<file path="src/rtl/ma_pkg.sv">
// Shared definitions for the memory-access stage: FSM states, default widths
// and the load/store/none decode used when an instruction is accepted.
package ma_pkg;

  localparam int MA_DW = 32;
  localparam int MA_RW = 5;

  typedef enum logic [1:0] {
    ST_IDLE,
    ST_MEM_WAIT,
    ST_WB_HOLD
  } state_e;

  typedef enum logic [1:0] {
    OP_NONE,
    OP_LOAD,
    OP_STORE
  } op_e;

  // A load takes precedence when both read and write are flagged.
  function automatic op_e decode_op(input logic mem_read, input logic mem_write);
    op_e op;
    op = OP_NONE;
    if (mem_read) op = OP_LOAD;
    else if (mem_write) op = OP_STORE;
    return op;
  endfunction

endpackage

</file>
<file path="src/rtl/ma_timeout_ctr.sv">
// Clearable up-counter that flags the cycle on which an outstanding memory
// request has been waiting TIMEOUT cycles.
module ma_timeout_ctr #(
  parameter int TIMEOUT = 16
) (
  input  logic clk,
  input  logic rst,
  input  logic i_clr,
  input  logic i_en,
  output logic o_expired
);

  localparam int CW = $clog2(TIMEOUT + 1);
  localparam logic [CW-1:0] LAST = CW'(TIMEOUT - 1);

  logic [CW-1:0] r_cnt;

  // r_cnt holds the number of request cycles already spent without an ack,
  // so the current enabled cycle is the TIMEOUT-th one when r_cnt == LAST.
  always_ff @(posedge clk) begin
    if (rst || i_clr) begin
      r_cnt <= '0;
    end else if (i_en && (r_cnt != LAST)) begin
      r_cnt <= r_cnt + 1'b1;
    end
  end

  assign o_expired = i_en && (r_cnt == LAST);

endmodule

</file>
<file path="src/rtl/mem_access_unit.sv">
// Memory-access stage: one optional load/store per instruction over a
// request/ack port, result handed to write-back with a valid/ready handshake.
module mem_access_unit
  import ma_pkg::*;
#(
  parameter int DW      = MA_DW,
  parameter int RW      = MA_RW,
  parameter int TIMEOUT = 16
) (
  input  logic          clk,
  input  logic          rst,
  input  logic          in_valid,
  output logic          in_ready,
  input  logic [DW-1:0] alu_result,
  input  logic [DW-1:0] new_rs1,
  input  logic [RW-1:0] rd,
  input  logic          mem_read,
  input  logic          mem_write,
  input  logic          reg_write,
  output logic          mem_req,
  output logic          mem_we,
  output logic [DW-1:0] mem_addr,
  output logic [DW-1:0] mem_wdata,
  input  logic [DW-1:0] mem_rdata,
  input  logic          mem_ack,
  output logic          wb_valid,
  input  logic          wb_ready,
  output logic [DW-1:0] wb_data,
  output logic [RW-1:0] wb_rd,
  output logic          wb_we,
  output logic          misalign_err,
  output logic          timeout_err
);

  state_e        r_state, w_state_nxt;
  logic          r_is_load, w_is_load_nxt;
  logic          r_reg_write, w_reg_write_nxt;
  logic          r_mem_req, w_mem_req_nxt;
  logic          r_mem_we, w_mem_we_nxt;
  logic [DW-1:0] r_mem_addr, w_mem_addr_nxt;
  logic [DW-1:0] r_mem_wdata, w_mem_wdata_nxt;
  logic          r_wb_valid, w_wb_valid_nxt;
  logic [DW-1:0] r_wb_data, w_wb_data_nxt;
  logic [RW-1:0] r_wb_rd, w_wb_rd_nxt;
  logic          r_wb_we, w_wb_we_nxt;
  logic          r_misalign, w_misalign_nxt;
  logic          r_timeout, w_timeout_nxt;

  op_e  w_op;
  logic w_ctr_clr, w_ctr_en, w_expired;

  assign w_op     = decode_op(mem_read, mem_write);
  assign w_ctr_en = (r_state == ST_MEM_WAIT) && !mem_ack;

  ma_timeout_ctr #(
    .TIMEOUT(TIMEOUT)
  ) u_timeout_ctr (
    .clk      (clk),
    .rst      (rst),
    .i_clr    (w_ctr_clr),
    .i_en     (w_ctr_en),
    .o_expired(w_expired)
  );

  always_ff @(posedge clk) begin
    if (rst) begin
      r_state     <= ST_IDLE;
      r_is_load   <= 1'b0;
      r_reg_write <= 1'b0;
      r_mem_req   <= 1'b0;
      r_mem_we    <= 1'b0;
      r_mem_addr  <= '0;
      r_mem_wdata <= '0;
      r_wb_valid  <= 1'b0;
      r_wb_data   <= '0;
      r_wb_rd     <= '0;
      r_wb_we     <= 1'b0;
      r_misalign  <= 1'b0;
      r_timeout   <= 1'b0;
    end else begin
      r_state     <= w_state_nxt;
      r_is_load   <= w_is_load_nxt;
      r_reg_write <= w_reg_write_nxt;
      r_mem_req   <= w_mem_req_nxt;
      r_mem_we    <= w_mem_we_nxt;
      r_mem_addr  <= w_mem_addr_nxt;
      r_mem_wdata <= w_mem_wdata_nxt;
      r_wb_valid  <= w_wb_valid_nxt;
      r_wb_data   <= w_wb_data_nxt;
      r_wb_rd     <= w_wb_rd_nxt;
      r_wb_we     <= w_wb_we_nxt;
      r_misalign  <= w_misalign_nxt;
      r_timeout   <= w_timeout_nxt;
    end
  end

  always_comb begin
    w_state_nxt     = r_state;
    w_is_load_nxt   = r_is_load;
    w_reg_write_nxt = r_reg_write;
    w_mem_req_nxt   = r_mem_req;
    w_mem_we_nxt    = r_mem_we;
    w_mem_addr_nxt  = r_mem_addr;
    w_mem_wdata_nxt = r_mem_wdata;
    w_wb_valid_nxt  = r_wb_valid;
    w_wb_data_nxt   = r_wb_data;
    w_wb_rd_nxt     = r_wb_rd;
    w_wb_we_nxt     = r_wb_we;
    w_misalign_nxt  = 1'b0;
    w_timeout_nxt   = 1'b0;
    w_ctr_clr       = 1'b0;

    unique case (r_state)
      ST_IDLE: begin
        if (in_valid) begin
          w_wb_rd_nxt     = rd;
          w_wb_data_nxt   = alu_result;
          w_reg_write_nxt = reg_write;
          w_is_load_nxt   = (w_op == OP_LOAD);
          if (w_op == OP_NONE) begin
            w_wb_we_nxt    = reg_write;
            w_wb_valid_nxt = 1'b1;
            w_state_nxt    = ST_WB_HOLD;
          end else if (alu_result[1:0] != 2'b00) begin
            w_wb_we_nxt    = 1'b0;
            w_wb_valid_nxt = 1'b1;
            w_misalign_nxt = 1'b1;
            w_state_nxt    = ST_WB_HOLD;
          end else begin
            w_mem_req_nxt   = 1'b1;
            w_mem_we_nxt    = (w_op == OP_STORE);
            w_mem_addr_nxt  = alu_result;
            w_mem_wdata_nxt = new_rs1;
            w_wb_we_nxt     = 1'b0;
            w_ctr_clr       = 1'b1;
            w_state_nxt     = ST_MEM_WAIT;
          end
        end
      end

      // An ack on the expiry cycle still completes normally.
      ST_MEM_WAIT: begin
        if (mem_ack || w_expired) begin
          w_mem_req_nxt  = 1'b0;
          w_mem_we_nxt   = 1'b0;
          w_wb_valid_nxt = 1'b1;
          w_wb_we_nxt    = 1'b0;
          w_state_nxt    = ST_WB_HOLD;
          if (!mem_ack) begin
            w_timeout_nxt = 1'b1;
          end else if (r_is_load) begin
            w_wb_data_nxt = mem_rdata;
            w_wb_we_nxt   = r_reg_write;
          end
        end
      end

      ST_WB_HOLD: begin
        if (wb_ready) begin
          w_wb_valid_nxt = 1'b0;
          w_wb_we_nxt    = 1'b0;
          w_state_nxt    = ST_IDLE;
        end
      end

      default: w_state_nxt = ST_IDLE;
    endcase
  end

  assign in_ready     = (r_state == ST_IDLE);
  assign mem_req      = r_mem_req;
  assign mem_we       = r_mem_we;
  assign mem_addr     = r_mem_addr;
  assign mem_wdata    = r_mem_wdata;
  assign wb_valid     = r_wb_valid;
  assign wb_data      = r_wb_data;
  assign wb_rd        = r_wb_rd;
  assign wb_we        = r_wb_we;
  assign misalign_err = r_misalign;
  assign timeout_err  = r_timeout;

endmodule

</file>
<file path="config.mk">
export PLATFORM = sky130hd
export DESIGN_NAME = mem_access_unit
export DESIGN_NICKNAME = d
export VERILOG_FILES = /design/src/rtl/ma_pkg.sv /design/src/rtl/ma_timeout_ctr.sv /design/src/rtl/mem_access_unit.sv
export SDC_FILE = /design/constraint.sdc
export NUM_CORES = 1
export LEC_CHECK = 0
export ABC_CLOCK_PERIOD_IN_PS = 4100
export BUFFER_PORTS_ARGS = -buffer_cell sky130_fd_sc_hd__clkbuf_2
export CAP_MARGIN = 40
export CORE_ASPECT_RATIO = 2
export CORE_MARGIN = 8
export CORE_UTILIZATION = 50
export CTS_CLUSTER_DIAMETER = 50
export CTS_CLUSTER_SIZE = 10
export DETAILED_ROUTE_END_ITERATION = 10
export PLACE_DENSITY = 0.86
export SYNTH_ARGS = -nofsm -noshare
export SYNTH_HDL_FRONTEND = slang
export SYNTH_SLANG_ARGS = --single-unit
</file>
<file path="constraint.sdc">
create_clock -name clk -period 4.1 [get_ports clk]
set_clock_uncertainty 0.2 [all_clocks]
set_input_delay 0.205 -clock clk [delete_from_list [all_inputs] [get_ports clk]]
set_output_delay 0.205 -clock clk [all_outputs]
set_load 0.03 [all_outputs]
</file>
==> results of run 1 <==
[layout by cell type, fill, tap and decap left out, types with 5 or more instances in the layout]
cell type	synthesis	routed
ha_1	6	5
a21oi_1	73	73
a211oi_1	36	36
nor2_1	37	37
dlygate4sd3_1	0	109
mux2i_1	33	33
clkbuf_16	0	17
buf_4	1	6
inv_1	6	6
clkbuf_2	0	215
dfxtp_1	116	116
clkinv_4	0	5
nor3_1	5	5
nand2_1	132	132
nand3_1	8	8
[flip-flops by register name (all words and copies together), names as in the netlist]
signal               count
r_reg_write              1
mem_addr                32
timeout_err              1
r_is_load                1
mem_we                   1
mem_wdata               32
r_state                  2
wb_data                 32
wb_we                    1
u_timeout_ctr.r_cnt      5
misalign_err             1
wb_valid                 1
mem_req                  1
wb_rd                    5
[Yosys cell counts, types with 2 or more instances]
library cell / instances
and3_1: 2
nor3_1: 5
xor2_1: 2
o21ai_0: 3
a21oi_1: 73
buf_2: 11
a211oi_1: 36
nor2_1: 37
ha_1: 6
inv_1: 6
nand3_1: 8
clkbuf_1: 27
mux2i_1: 33
nor3b_1: 2
dfxtp_1: 116
nand2_1: 132
nand2b_1: 2
nor2b_1: 2
[layout make-up]
class / count / area (um2)
Sequential cell: 116 / 2320
Multi-Input combinational cell: 361 / 2010
Clock buffer: 17 / 425
Antenna cell: 3 / 7.51
Tap cell: 102 / 128
Clock inverter: 15 / 159
Timing Repair Buffer: 332 / 2260
Inverter: 6 / 22.5
Fill cell: 483 / 1560
[per-layer routing]
metal  GRT usage (%)  vias to the layer above  wire length, um
met1            26.7                     2500             6140
met2            50.7                      313             9930
met5               0                        -                0
met4            21.9                        0             1160
li1                -                     2421                -
met3            8.61                       99             1370
[worst paths after layout]
path                 start           end  slack [ns]
min reg2reg   mem_addr[31]  mem_addr[31]        0.26
max             r_state[0]        mem_we        1.16
min          alu_result[1]    wb_data[1]        0.06
max reg2reg     r_state[0]        mem_we        1.16
[stage by stage]
step | area (um2) | hold slack (ns) | util (%) | power (W) | setup WS, ns
floorplan | 4510 | 0.0807 | - | 0.00259 | 1.78
global placement | 5600 | 0.227 | 63.0 | 0.00300 | 1.22
detailed placement | 5650 | 0.238 | 63.5 | 0.00306 | 1.28
CTS | 7320 | 0.00592 | 82.4 | 0.00460 | 1.27
global route | 7330 | 0.0626 | 82.4 | 0.00485 | 1.08
finish | 7330 | 0.0552 | 82.5 | 0.00464 | 1.16
[report_power, final]
part	internal [W]	total [W]	switching, W
Combinational	0.000566	0.00171	0.00115
Sequential	0.00136	0.00149	0.000136
Clock	0.000897	0.00144	0.000543
Total	0.00282	0.00464	0.00182
[cell families after synthesis]
family | after synthesis | synth area share (%)
muxes | 34 | 7.58
xor gates and xnor gates | 3 | 0.583
and+or+nand+nor | 200 | 18.8
adders and majority gates | 6 | 1.67
buffers and inverters | 45 | 4.14
DFF | 116 | 51.5
AOI/OAI and AO/OA | 118 | 15.7
[worst min-delay path: cells and delay by family]
kind                   cells  cell delay, ns
multiplexers               1            0.16
AO/OA/AOI/OAI              1            0.09
buffers and inverters      1            0.15
==> summary.txt, run 1 <==
Detailed routing
  • DRT antenna net count: 0
  • Initial DRT Pass Iterations: 5
  • Final WL: between 15 and 20 mm
  • Vias/cell: between 5 and 6
  • Vias: roughly 5300
  • DR WL/cell: 19.5 um
  • Initial DRC Count: about 340
  • DRC: 0

Global routing
  • Grt total ovfl: 0
  • Vias in the first global route: 5673
  • Largest net degree at the start of global routing: 76
  • First-pass GRT wire length: ~29 mm
  • Antenna violations before repair: 2
  • Total Routing Usage GR: between 20% and 30%

STA
  • Final hold violations: 0
  • Tmin final: 2.94 ns
  • FMAX: around 340 MHz
  • Final Setup Violations: 0
  • Final Cycle Share: 71.7%
  • Worst rel slew slack: 57.4%
  • Final slew viol count: 0
  • RSZ-0062 raised after global routing: no
  • Setup TNS: 0 ns
  • Slew of the pin with the lowest slew margin: approximately 0.64 ns

Clocking
  • Root buffer cell: clkbuf_16
  • # Post-CTS Setup Buffers: 0
  • Htree depth: 4
  • Clock Latency Late Sink: 0.40 ns
  • CTS resizes: 0
  • Clock Sinks: 116
  • Inserted Clock Buffers: 17
  • Clock Tree Buf Depth: 2
  • Hold_buf cts: between 100 and 150
  • TritonCTS clock tree: done
  • Worst-path clk slew: approximately 0.06 ns

Hold path
  • Min-delay worst type: in2reg
  • WHS Path Cells: 3

Synth
  • Mapped Area: 4510 um2
  • Top cells by area, synth: dfxtp_1 (52%), nand2_1 (11%), a21oi_1 (8.1%)
  • Seq/Total Area, Yosys: 51.5%
  • #FFs+latches synth: roughly 120
  • Post-synth top area cell: dfxtp_1
  • Async SR Flop Fraction: 0%
  • Post-Synthesis Cells: about 520
  • Cell variety after synth: 37
  • Synthesized Nets: approximately 640
  • Primary FF master, synth: dfxtp_1
  • Synth top area share: between 50% and 60%
  • EDFF count, synth: 0
  • Avg Inst Size Synth: about 8.6 um2
  • Ys Warns: 0

Worst setup path
  • CP startpoint kind: flip-flop
  • Worst path arrival time: around 3 ns
  • Critical path class: reg2reg
  • CP max stage cell: or4_2
  • CP Capture Type: flip-flop
  • Buf/Inv on CP: 3
  • Crit-path cells: inv_1, ha_1, buf_4, nand2_2, or4_2, buf_12, a21oi_1, o32ai_1
  • CP required: roughly 4.2 ns
  • CP Max Fanout: 34
  • Critical path depth: 8
  • CP max stage delay: ~1.0 ns
  • R2r worst-path depth: 8
  • Delay-heaviest family, CP: simple AND/OR/NAND/NOR gates

Die
  • Core Rows: slightly below 50
  • Initial Util: about half
  • Die ar.: between 10000 and 15000 um2
  • Core area: ~9000 um2
  • Die height: around 150 um
  • Die width: 83.1 um
  • Total I/O pin count: approximately 220

Place
  • Placed Instances: around 810
  • Post-DP HPWL: between 10 and 15 mm
  • Routability Congestion: around 0.77
  • # port buffers: 216

Power
  • Worst VDD drop: roughly 400 uV
  • PD cells: 633 nW/um2
  • Lkg Pwr: roughly 3.2 nW

Flow run
  • Max-cap violations: 0

Finish
  • Final std cells w/o fill: 952
  • Nets@finish: between 900 and 1000
  • P&R area growth vs syn: 62.7%
  • Share of layout cells above drive strength 1: 31.2%

Outcome
  • Outcome: finished clean
Note: power is estimated with default switching activity, not from simulation.
==> run 2: changes to the inputs <==
- ABC_AREA: unset -> 1
- ABC_CLOCK_PERIOD_IN_PS: 4100 -> 2600
- CORE_UTILIZATION: 50 -> 42
- PLACE_DENSITY: 0.86 -> 0.76
- clock period: 4.1 -> 2.6 ns (I/O delays scaled with it)
==> run 2 against run 1 <==
  * Core utilization shrank 14 points
  * Combinational power grew 68%
  * Sequential cell count is the same
  * Cell count grew 16%
  * Setup slack lost 0.95 ns
  * Critical path depth shrank 1
  * Via count grew 4.2%
  * Non-clock buffer count grew 4
  * Sequential share of layout area shrank 1.4 points
  * Power grew 66%
  * Wire length shrank 2.5%
  * Synthesized cell count grew 22%
==> summary.txt, run 2 <==
Worst setup path
  • Worst R2R End: mem_addr[14]
  • CP Capture Type: flip-flop
  • CP max stage delay: 0.59 ns (-0.42 ns)
  • CP startpoint kind: flip-flop
  • Critical path depth: 7 (-1)
  • Worst flop-to-flop path startpoint: r_state[1]
  • Worst path arrival time: 2.51 ns (-0.49 ns)
  • Critical path class: reg2reg
  • CP max stage cell: buf_4
  • R2r worst-path depth: 7 (-1)
  • CP required: 2.72 ns (-1.44 ns)
  • Crit-path cells: inv_1, ha_1, nand2_2, nor2_4, buf_4, o21ai_0, nor2_1
  • R2R setup slack: 0.21 ns (-0.95 ns)
  • Delay-heaviest family, CP: buffers and inverters
  • Buf/Inv on CP: 2 (-1)
  • CP Max Fanout: 75 (+120%)

Die
  • Total I/O pin count: 217 (unchanged)
  • Die height: 167 um (+11%)
  • Die width: 91.6 um (+10%)
  • Initial Util: 42.8% (-7.9 points)
  • Core area: 11200 um2 (+26%)
  • Core Rows: 55 (+12%)
  • Die ar.: 15300 um2 (+23%)

Detailed routing
  • DRC: 0 (unchanged)
  • Initial DRT Pass Iterations: 6 (+1)
  • Initial DRC Count: 384 (+14%)
  • Vias/cell: 5.01 (-11%)
  • DRT antenna net count: 0 (unchanged)
  • DR WL/cell: 16.4 um (-16%)
  • Final WL: 18.1 mm (-2.5%)
  • Vias: 5559 (+4.2%)

Global routing
  • First-pass GRT wire length: 29.2 mm (+1.2%)
  • Grt total ovfl: 0 (unchanged)
  • Antenna violations before repair: 2 (unchanged)
  • Vias in the first global route: 5909 (+4.2%)
  • Largest net degree at the start of global routing: 76 (unchanged)
  • Total Routing Usage GR: 23.7% (-4.8 points)

STA
  • Tmin final: 2.39 ns (-0.551 ns)
  • Setup TNS: 0 ns (unchanged)
  • Final hold violations: 0 (unchanged)
  • FMAX: 418 MHz (+23%)
  • Final slew viol count: 0 (unchanged)
  • Final Cycle Share: 91.9% (+20 points)
  • Slew of the pin with the lowest slew margin: 0.754 ns (+0.115 ns)
  • Final Setup Violations: 0 (unchanged)
  • Worst rel slew slack: 49.7% (-7.7 points)
  • Hold Slack: 0.0334 ns (-0.0218 ns)
  • RSZ-0062 raised after global routing: no

Finish
  • Most frequent cells in the layout: clkbuf_2 (216), nor2_1 (122), dfxtp_1 (116)
  • P&R area growth vs syn: 59.7%
  • Nets@finish: 1067 (+12%)
  • Area of the multi-input gates: 2100 um2 (+4.7%)
  • Final std cells w/o fill: 1109 (+16%)
  • Storage element area: 2320 um2 (unchanged)
  • Commonest non-fill, non-tap cell in the layout: clkbuf_2
  • Share of layout cells above drive strength 1: 28.2% (-3.0 points)
  • # fillers: 875 (+81%)

Synth
  • Primary FF master, synth: dfxtp_1
  • Mapped Area: 4800 um2 (+6.6%)
  • Cell variety after synth: 27 (-27%)
  • #FFs+latches synth: 116 (unchanged)
  • Post-synth top area cell: dfxtp_1
  • Count leader, synth: nor2_1
  • Post-Synthesis Cells: 638 (+22%)
  • EDFF count, synth: 0 (unchanged)
  • Synth top area share: 48.3% (-3.2 points)
  • Async SR Flop Fraction: 0% (unchanged)
  • Seq/Total Area, Yosys: 48.3% (-3.2 points)
  • Ys Warns: 0 (unchanged)
  • Avg Inst Size Synth: 7.53 um2 (-13%)
  • Top cells by area, synth: dfxtp_1 (48%), nor2_1 (9.5%), nand2_1 (9.0%)
  • Most frequent cells after synthesis: nor2_1 (122), dfxtp_1 (116), nand2_1 (115)
  • Synthesized Nets: 753 (+18%)

Place
  • Placed Instances: 965 (+19%)
  • Routability Congestion: 0.898 (+17%)
  • Post-DP HPWL: 11.5 mm (+10%)
  • # port buffers: 216 (unchanged)

Power
  • Worst VDD drop: 543 uV (+34%)
  • Cell Int Power: 0.00475 W (+69%)
  • Combinational power share: 37.3% (+0.5 points)
  • PD cells: 1000 nW/um2 (+59%)
  • Clock share of power: 32.4% (+1.4 points)
  • Switching fraction of total power: 38.3% (-0.94 points)
  • Lkg Pwr: 3.72 nW (+18%)
  • Switching power: 0.00296 W (+62%)
  • Flop pwr share: 30.3% (-1.9 points)

Outcome
  • Outcome: finished clean

Clocking
  • Htree depth: 4 (unchanged)
  • # Post-CTS Setup Buffers: 0 (unchanged)
  • Clock Tree Buf Depth: 2 (unchanged)
  • TritonCTS clock tree: done
  • Clock Latency Late Sink: 0.40 ns (about the same)
  • Hold_buf cts: 110 (+0.92%)
  • Clock Sinks: 116 (unchanged)
  • Worst-path clk slew: 0.06 ns (about the same)
  • Root buffer cell: clkbuf_16
  • CTS resizes: 0 (unchanged)
  • Inserted Clock Buffers: 17 (unchanged)

Hold path
  • WHS Endpoint: r_state[1]
  • Min-delay worst type: in2reg
  • Min-Delay Startpoint: wb_ready
  • WHS Path Cells: 5 (+2)

Flow run
  • Max-cap violations: 0 (unchanged)
run 2: cell count changes in the layout (fill, tap and decap cells not counted), moves of 3 or more:
| cell | change |
|---|---|
| a211oi_1 | -35 |
| o21ai_0 | +45 |
| nand3b_1 | +32 |
| clkinv_4 | -4 |
| nand2_1 | -17 |
| nor2_1 | +85 |
| inv_1 | +29 |
| a21oi_1 | -17 |
| mux2i_1 | -33 |
| nand3_1 | -4 |
| inv_2 | +3 |
| o21ai_1 | +40 |
run 2: cell type report:
class	count	area share, %
Inverter	39	1.91
Timing Repair Buffer	336	29.8
Antenna cell	2	0.0652
Clock inverter	13	2.37
Tap cell	142	2.32
Sequential cell	116	30.3
Clock buffer	19	5.90
Multi-Input combinational cell	442	27.4
run 2: worst max path at each step:
| stage | from | endpoint | slack (ns) |
|---|---|---|---|
| 2_1_floorplan | r_state[0] | mem_addr[19] | 0.72 |
| 6_report | r_state[1] | mem_addr[14] | 0.21 |
| 3_5_place_dp | r_state[0] | mem_addr[23] | 0.31 |
| 3_3_place_gp | r_state[0] | u_timeout_ctr.r_cnt[0] | 0.25 |
| 4_1_cts | r_state[1] | mem_addr[23] | 0.28 |
| 5_1_grt | r_state[1] | mem_addr[30] | 0.04 |
run 2: worst min-delay path: cells and delay by family:
family                 cells  cell delay [ns]
buffers and inverters      2             0.13
AOI/OAI and AO/OA          1             0.11
and+or+nand+nor            2             0.21
run 2: cells by family after synthesis:
| group | after synthesis | synth area share (%) |
|---|---|---|
| adder cells (fa/ha/maj) | 6 | 1.56 |
| buffers and inverters | 80 | 7.92 |
| AO/OA/AOI/OAI | 145 | 15.2 |
| flip-flops | 116 | 48.3 |
| AND/OR/NAND/NOR | 291 | 27.0 |
run 2: stage by stage:
step	utilization, %	worst slack (ns)	area [um2]	power, W
after floorplan	-	0.716	4800	0.00431
after global placement	52.7	0.250	5910	0.00503
after detailed placement	52.9	0.307	5930	0.00506
after CTS	68.3	0.279	7670	0.00774
after global routing	68.4	0.0441	7670	0.00812
final	68.4	0.210	7670	0.00771
run 2: per-layer routing:
| layer | track usage (%) | wire length (um) | vias to the layer above |
|---|---|---|---|
| li1 | - | - | 2697 |
| met1 | 21.7 | 6360 | 2486 |
| met2 | 40.8 | 9170 | 282 |
| met3 | 8.20 | 1270 | 94 |
| met4 | 20.0 | 1340 | 0 |
| met5 | 0 | 0 | - |
run 2: power by group through the flow:
stage                     registers (W)  clock network, W  logic [W]
after detailed placement        0.00236                 0    0.00270
after global placement          0.00236                 0    0.00267
final                           0.00234           0.00250    0.00288
after floorplan                 0.00298                 0    0.00133
after global routing            0.00237           0.00262    0.00313
after CTS                       0.00233           0.00255    0.00286
